[config.mk]
export PLATFORM = sky130hd
export DESIGN_NAME = pp_final_adder
export DESIGN_NICKNAME = d
export VERILOG_FILES = /design/src/rtl/pp_final_adder.sv
export SDC_FILE = /design/constraint.sdc
export NUM_CORES = 1
export LEC_CHECK = 0
export ABC_CLOCK_PERIOD_IN_PS = 1960
export CAP_MARGIN = 20
export CORE_ASPECT_RATIO = 2
export CORE_MARGIN = 4
export CORE_UTILIZATION = 48
export CTS_CLUSTER_DIAMETER = 30
export CTS_CLUSTER_SIZE = 8
export DETAILED_ROUTE_END_ITERATION = 8
export PLACE_DENSITY = 0.89
export SETUP_SLACK_MARGIN = 0.3
export SYNTH_ARGS = -nofsm -noshare
export SYNTH_HDL_FRONTEND = slang
export SYNTH_SLANG_ARGS = --single-unit
[constraint.sdc]
create_clock -name clk -period 1.96 [get_ports clk]
set_clock_uncertainty 0.2 [all_clocks]
set_input_delay 0.196 -clock clk [delete_from_list [all_inputs] [get_ports clk]]
set_output_delay 0.196 -clock clk [all_outputs]
set_load 0.02 [all_outputs]
[src/rtl/pp_final_adder.sv]
`default_nettype none
// +----------------------------------------------------------------------------+
// | pp_final_adder: carry-propagate adder for the 16x16 multiplier's           |
// | compressor outputs, valid/ready pipelined. Build option:                   |
// | PP_FINAL_ADDER_SPLIT_EN selects the two-stage 16/16 split adder.           |
// | Revision: 1.0                                                              |
// +----------------------------------------------------------------------------+
module pp_final_adder (
  input  logic        clk,
  input  logic        rst_n,
  input  logic        in_valid,
  output logic        in_ready,
  input  logic [31:0] ppout1,
  input  logic [29:0] ppout2,
  output logic [31:0] product,
  output logic        out_valid,
  input  logic        out_ready,
  output logic        busy
);

`ifdef PP_FINAL_ADDER_SPLIT_EN
  logic        r_v1;
  logic        r_v2;
  logic [16:0] r_low;
  logic [15:0] r_hi1;
  logic [15:0] r_hi2;
  logic [31:0] r_product;
  logic        w_ld1;
  logic        w_ld2;
  logic [15:0] w_high;

  assign w_ld2  = !r_v2 || out_ready;
  assign w_ld1  = !r_v1 || w_ld2;
  assign w_high = r_hi1 + r_hi2 + {15'd0, r_low[16]};

  // Low half sum keeps its carry for the high half in the next stage.
  always_ff @(posedge clk or negedge rst_n) begin
    if (!rst_n) begin
      r_v1  <= 1'b0;
      r_low <= 17'd0;
      r_hi1 <= 16'd0;
      r_hi2 <= 16'd0;
    end else if (w_ld1) begin
      r_v1 <= in_valid;
      if (in_valid) begin
        r_low <= {1'b0, ppout1[15:0]} + {1'b0, ppout2[13:0], 2'b00};
        r_hi1 <= ppout1[31:16];
        r_hi2 <= ppout2[29:14];
      end
    end
  end

  always_ff @(posedge clk or negedge rst_n) begin
    if (!rst_n) begin
      r_v2      <= 1'b0;
      r_product <= 32'd0;
    end else if (w_ld2) begin
      r_v2 <= r_v1;
      if (r_v1) begin
        r_product <= {w_high, r_low[15:0]};
      end
    end
  end

  assign in_ready  = w_ld1;
  assign out_valid = r_v2;
  assign busy      = r_v1 | r_v2;
  assign product   = r_product;
`else
  logic        r_v;
  logic [31:0] r_product;
  logic        w_ld;

  assign w_ld = !r_v || out_ready;

  // Carry out of bit 31 is dropped; the compressor's sign encoding needs the wrap.
  always_ff @(posedge clk or negedge rst_n) begin
    if (!rst_n) begin
      r_v       <= 1'b0;
      r_product <= 32'd0;
    end else if (w_ld) begin
      r_v <= in_valid;
      if (in_valid) begin
        r_product <= ppout1 + {ppout2, 2'b00};
      end
    end
  end

  assign in_ready  = w_ld;
  assign out_valid = r_v;
  assign busy      = r_v;
  assign product   = r_product;
`endif

endmodule
`default_nettype wire
==> results of run 1 <==
[through the flow]
stage	TNS, ns	cell area [um^2]	setup WS, ns	std cells	util
floorplan	-1.207	3458	-0.1382	400	-
global placement	-15.39	5182	-0.7635	666	0.8082
detailed placement	-18.18	5182	-0.9432	666	0.8082
CTS	-0.8378	6145	-0.1609	710	0.9582
[kinds of logic after synthesis]
group | after synthesis | synth area share
mux | 2 | 0.006646
flops | 33 | 0.2580
xor+xnor | 10 | 0.02736
buf+inv | 33 | 0.05824
fa+ha+maj | 30 | 0.1196
compound gates | 135 | 0.2881
simple gates | 157 | 0.2420
[repair_timing]
| item | in CTS |
|---|---|
| buffers inserted | 36 |
| pin swaps | 76 |
| hold endpoints to repair | 0 |
| resized for setup | 286 |
| endpoints found under the setup margin | 42 |
==> metrics.md, run 1 <==
| Metric | Value |
|---|---|
| Initial core utilization | `0.4991` |
| Worst_ep kind | `register input` |
| Clk buf depth | `2` |
| Boundary pin count | `101` |
| CTS Root Cell | `clkbuf_16` |
| Library cells used by synthesis | `65` |
| Port bufs | `100` |
| Global placer's final weighted congestion | `0.9026` |
| Clock sinks | `33` |
| Yosys reg bits | `33` |
| Worst endpoint from the post-global-route timing repair | `product[22]$_DFFE_PN0P_/D` |
| Top_reg_cell synth | `dfrtp_1` |
| Syn_nets | `496` |
| Num CTS Buffers | `5` |
| Status | `aborted with a tool error` |
| Stop stage | `5_1_grt` |
| Log Error | `[ERROR DPL-0038] Utilization greater than 100%, impossible to legalize` |
| DIE HEIGHT | `123.5 um` |
| Commonest cells post-synth | `58 x nand2_1, 35 x a21oi_1, 33 x dfrtp_1, 29 x ha_1, 26 x o21ai_0` |
| Htree depth | `2` |
| Pin count of the biggest net entering global routing | `34` |
| Post-Syn Area per Cell | `8.001 um^2` |
| EDFF count, synth | `0` |
| Synth area leader | `dfrtp_1` |
| Synthesized area | `3201 um^2` |
| Row Count | `41` |
| Post-synth ARST share | `1.000` |
| Die W | `65.74 um` |
| Share of the synthesized area in the top cell type | `0.2580` |
| Register area share after synthesis | `0.2580` |
| Synth warnings | `0` |
| Most frequent cell after synthesis | `nand2_1` |
| HPWL after DPL | `10230 um` |
| Syn Inst Count | `400` |
| Synth area leaders | `dfrtp_1 26%, ha_1 11%, nand2_1 6.8%, a21oi_1 5.5%, o21ai_0 4.1%` |
| Hold buffer count at CTS | `0` |
==> run 2: changes to the inputs <==
==> config.mk (replaced) <==
export PLATFORM = sky130hd
export DESIGN_NAME = pp_final_adder
export DESIGN_NICKNAME = d
export VERILOG_FILES = /design/src/rtl/pp_final_adder.sv
export SDC_FILE = /design/constraint.sdc
export NUM_CORES = 1
export LEC_CHECK = 0
export ABC_CLOCK_PERIOD_IN_PS = 1960
export CAP_MARGIN = 20
export CORE_MARGIN = 4
export CORE_UTILIZATION = 39
export DETAILED_ROUTE_END_ITERATION = 8
export PLACE_DENSITY_LB_ADDON = 0.15
export SYNTH_ARGS = -nofsm -noshare
export SYNTH_HDL_FRONTEND = slang
export SYNTH_SLANG_ARGS = --single-unit
==> run 2 against run 1 <==
Compared with the run above: area after synthesis unchanged; the flow now finishes, with violations (negative setup slack); synthesized cell count is the same.
==> metrics.md, run 2 <==
| Metric | Value |
|---|---|
| Worst min-delay path class | `in -> reg` |
| Yosys reg bits | `33` |
| Commonest non-fill, non-tap cell in the layout | `buf_4` |
| Final core occ | `0.7511` |
| CP Capture Type | `flop` |
| Layout net count | `700` |
| Full die area | `9720 um^2` |
| Area growth syn-to-layout | `84.17%` |
| F_max | `0.4787 GHz` |
| Number of flip-flops in the largest register | `32` |
| Lkg Pwr | `0.002589 uW` |
| Synth Area in Compound Gates | `0.2881` |
| Status | `finished with violations` |
| Post-Syn Area per Cell | `8.001 um^2` |
| CTS tree | `yes` |
| Adder-Cell Fraction of Synth Area | `0.1196` |
| Initial DRT Pass Iterations | `4` |
| Largest family of logic cells by synthesized area | `compound AO/OA/AOI/OAI gates` |
| DR vias | `3958` |
| Share of cells above drive strength 1 | `0.4248` |
| Port bufs | `100` |
| Max Transition Viols Final | `0` |
| Crit path DAT | `2.06 ns` |
| Clk buf depth | `2` |
| RSZ-0062 raised after global routing | `true` |
| Crit path kind | `in -> reg` |
| Register area share after synthesis | `0.2580` |
| Failing checks | `negative setup slack` |
| Critical Path Source Type | `primary input` |
| Xor-xnor portion of the synthesized cell area | `0.02737` |
| Boundary pin count | `101` |
| Syn_nets | `496` |
| Simple-Gate Fraction of Synth Area | `0.2420` |
| First-pass GRT wire length | `19090 um` |
| Rel. slew slack | `0.6948` |
| Vias in the first global route | `3981` |
| M2 GR Usage | `0.4373` |
| Synth area leader | `dfrtp_1` |
| Tot GR Track Use | `0.2411` |
| Met1 GRT Util | `0.2749` |
| Grt ovf | `0` |
| Tcrit/Tclk final | `1.066` |
| ANT cells | `0` |
| Core area | `7848 um^2` |
| Syn Inst Count | `400` |
| Final WS setup | `-0.1290 ns` |
| Share of the synthesized area in the top cell type | `0.2580` |
| Pin count of the biggest net entering global routing | `34` |
| HPWL after DPL | `8623 um` |
| DIE HEIGHT | `98.59 um` |
| Synth area leaders | `dfrtp_1 26%, ha_1 11%, nand2_1 6.8%, a21oi_1 5.5%, o21ai_0 4.1%` |
| Clock sinks | `33` |
| Most frequent cells in the layout | `112 x buf_4, 53 x nand2_1, 50 x clkdlybuf4s50_1` |
| Minimum clock period | `2.089 ns` |
| Dpl ws | `-0.7699 ns` |
| CTS Root Cell | `clkbuf_8` |
| Hold buffer count at CTS | `0` |
| Num CTS Buffers | `5` |
| Vias per inst | `5.598` |
| Residual DRC | `0` |
| Commonest cells post-synth | `58 x nand2_1, 35 x a21oi_1, 33 x dfrtp_1, 29 x ha_1, 26 x o21ai_0` |
| Grt peak-use layer | `met2` |
| Post-route cell area | `5894 um^2` |
| CP max FO | `4` |
| Htree depth | `2` |
| Mux share of post-synthesis cell area | `0.006646` |
| EDFF count, synth | `0` |
| Slew @ Worst Pin | `0.4579 ns` |
| Global placer's final weighted congestion | `0.8688` |
| Library cells used by synthesis | `65` |
| Synth warnings | `0` |
| Initial core utilization | `0.4078` |
| Synthesized area | `3201 um^2` |
| Final wirelength | `12420 um` |
| CP Data Required Time | `1.94 ns` |
| Setup TNS | `-0.6666 ns` |
| Row Count | `32` |
| Reg clk slew, reported paths | `0.07 ns` |
| Initial antenna violation count | `0` |
| Post-synth ARST share | `1.000` |
| Post-route ant nets | `0` |
| Top_reg_cell synth | `dfrtp_1` |
| Worst vdd ir | `0.2764 mV` |
| Post-DP Area | `5120 um^2` |
| Post-DR wirelength/cell | `17.57 um` |
| Final setup fails | `12` |
| PD cells | `610.7 nW/um^2` |
| Initial drt markers | `153` |
| Die W | `98.59 um` |
| Global-route track usage on met3 | `0.05308` |
| Clk_lat worst skew | `0.29 ns` |
| Max-cap violations | `0` |
| Most frequent cell after synthesis | `nand2_1` |
| Final Hold Fails | `0` |
## run 2: cell counts after synthesis
No cell type changed its count.
## run 2: final timing paths
kind	from	end	slack, ns	depth (start not counted)
setup / recovery	ppout2[0]	product[30]	-0.13	12
hold / removal	ppout1[2]	product[2]	0.006	4
setup reg to reg	busy	product[31]	0.25	8
hold reg to reg	product[8]	product[8]	0.28	2
max in group asynchronous	rst_n	busy	1.28	2
min in group asynchronous	rst_n	product[3]	0.08	2
## run 2: power breakdown
group	internal, uW	switching [uW]
logic	1020	979
registers	820	87.1
clock network	415	276
total	2260	1340
## run 2: kinds of logic (layout without fill, tap and decap cells)
family / Yosys count / after routing
AND/OR/NAND/NOR: 157 / 157
AO/OA/AOI/OAI: 135 / 135
flip-flops: 33 / 33
buffers and inverters: 33 / 238
adder cells (fa/ha/maj): 30 / 30
XOR/XNOR: 10 / 10
multiplexers: 2 / 2
## run 2: per-layer routing
layer | routed length (um) | vias to the layer above
met5 | 0 | -
li1 | - | 1883
met1 | 4853 | 1863
met2 | 6296 | 174
met3 | 892 | 38
met4 | 380 | 0
## run 2: what timing repair did
item                                    CTS  global route
resized for setup                       200            49
buffers inserted                         22             3
endpoints found under the setup margin   23            21
pin swaps                                66            33
## run 2: final cells by class
| type | instances | area, um^2 |
|---|---|---|
| Multi-Input combinational cell | 334 | 2883 |
| Timing Repair Buffer | 221 | 1904 |
| Clock buffer | 7 | 86.33 |
| Inverter | 9 | 36.28 |
| Sequential cell | 33 | 827.0 |
| Tap cell | 102 | 127.6 |
| Clock inverter | 1 | 30.03 |
| Fill cell | 558 | 1953 |
## run 2: metrics by stage
stage	hold slack [ns]	cells	power, uW
floorplan	-0.2996	400	1777
global placement	0.2600	675	2598
detailed placement	0.2659	675	2628
CTS	0.01032	704	3485
global route	0.01729	707	3785
finish	0.006296	707	3600
## run 2: worst max-delay path, cell delays in order
cell	delay (ns)
buf_6	0.10
ha_4	0.16
inv_4	0.05
fa_2	0.21
nor2b_2	0.05
o31a_1	0.31
buf_6	0.14
o311ai_4	0.26
buf_6	0.15
a21oi_2	0.06
nor3_1	0.30
o31ai_2	0.08
Power figures use the tool's default switching activity.
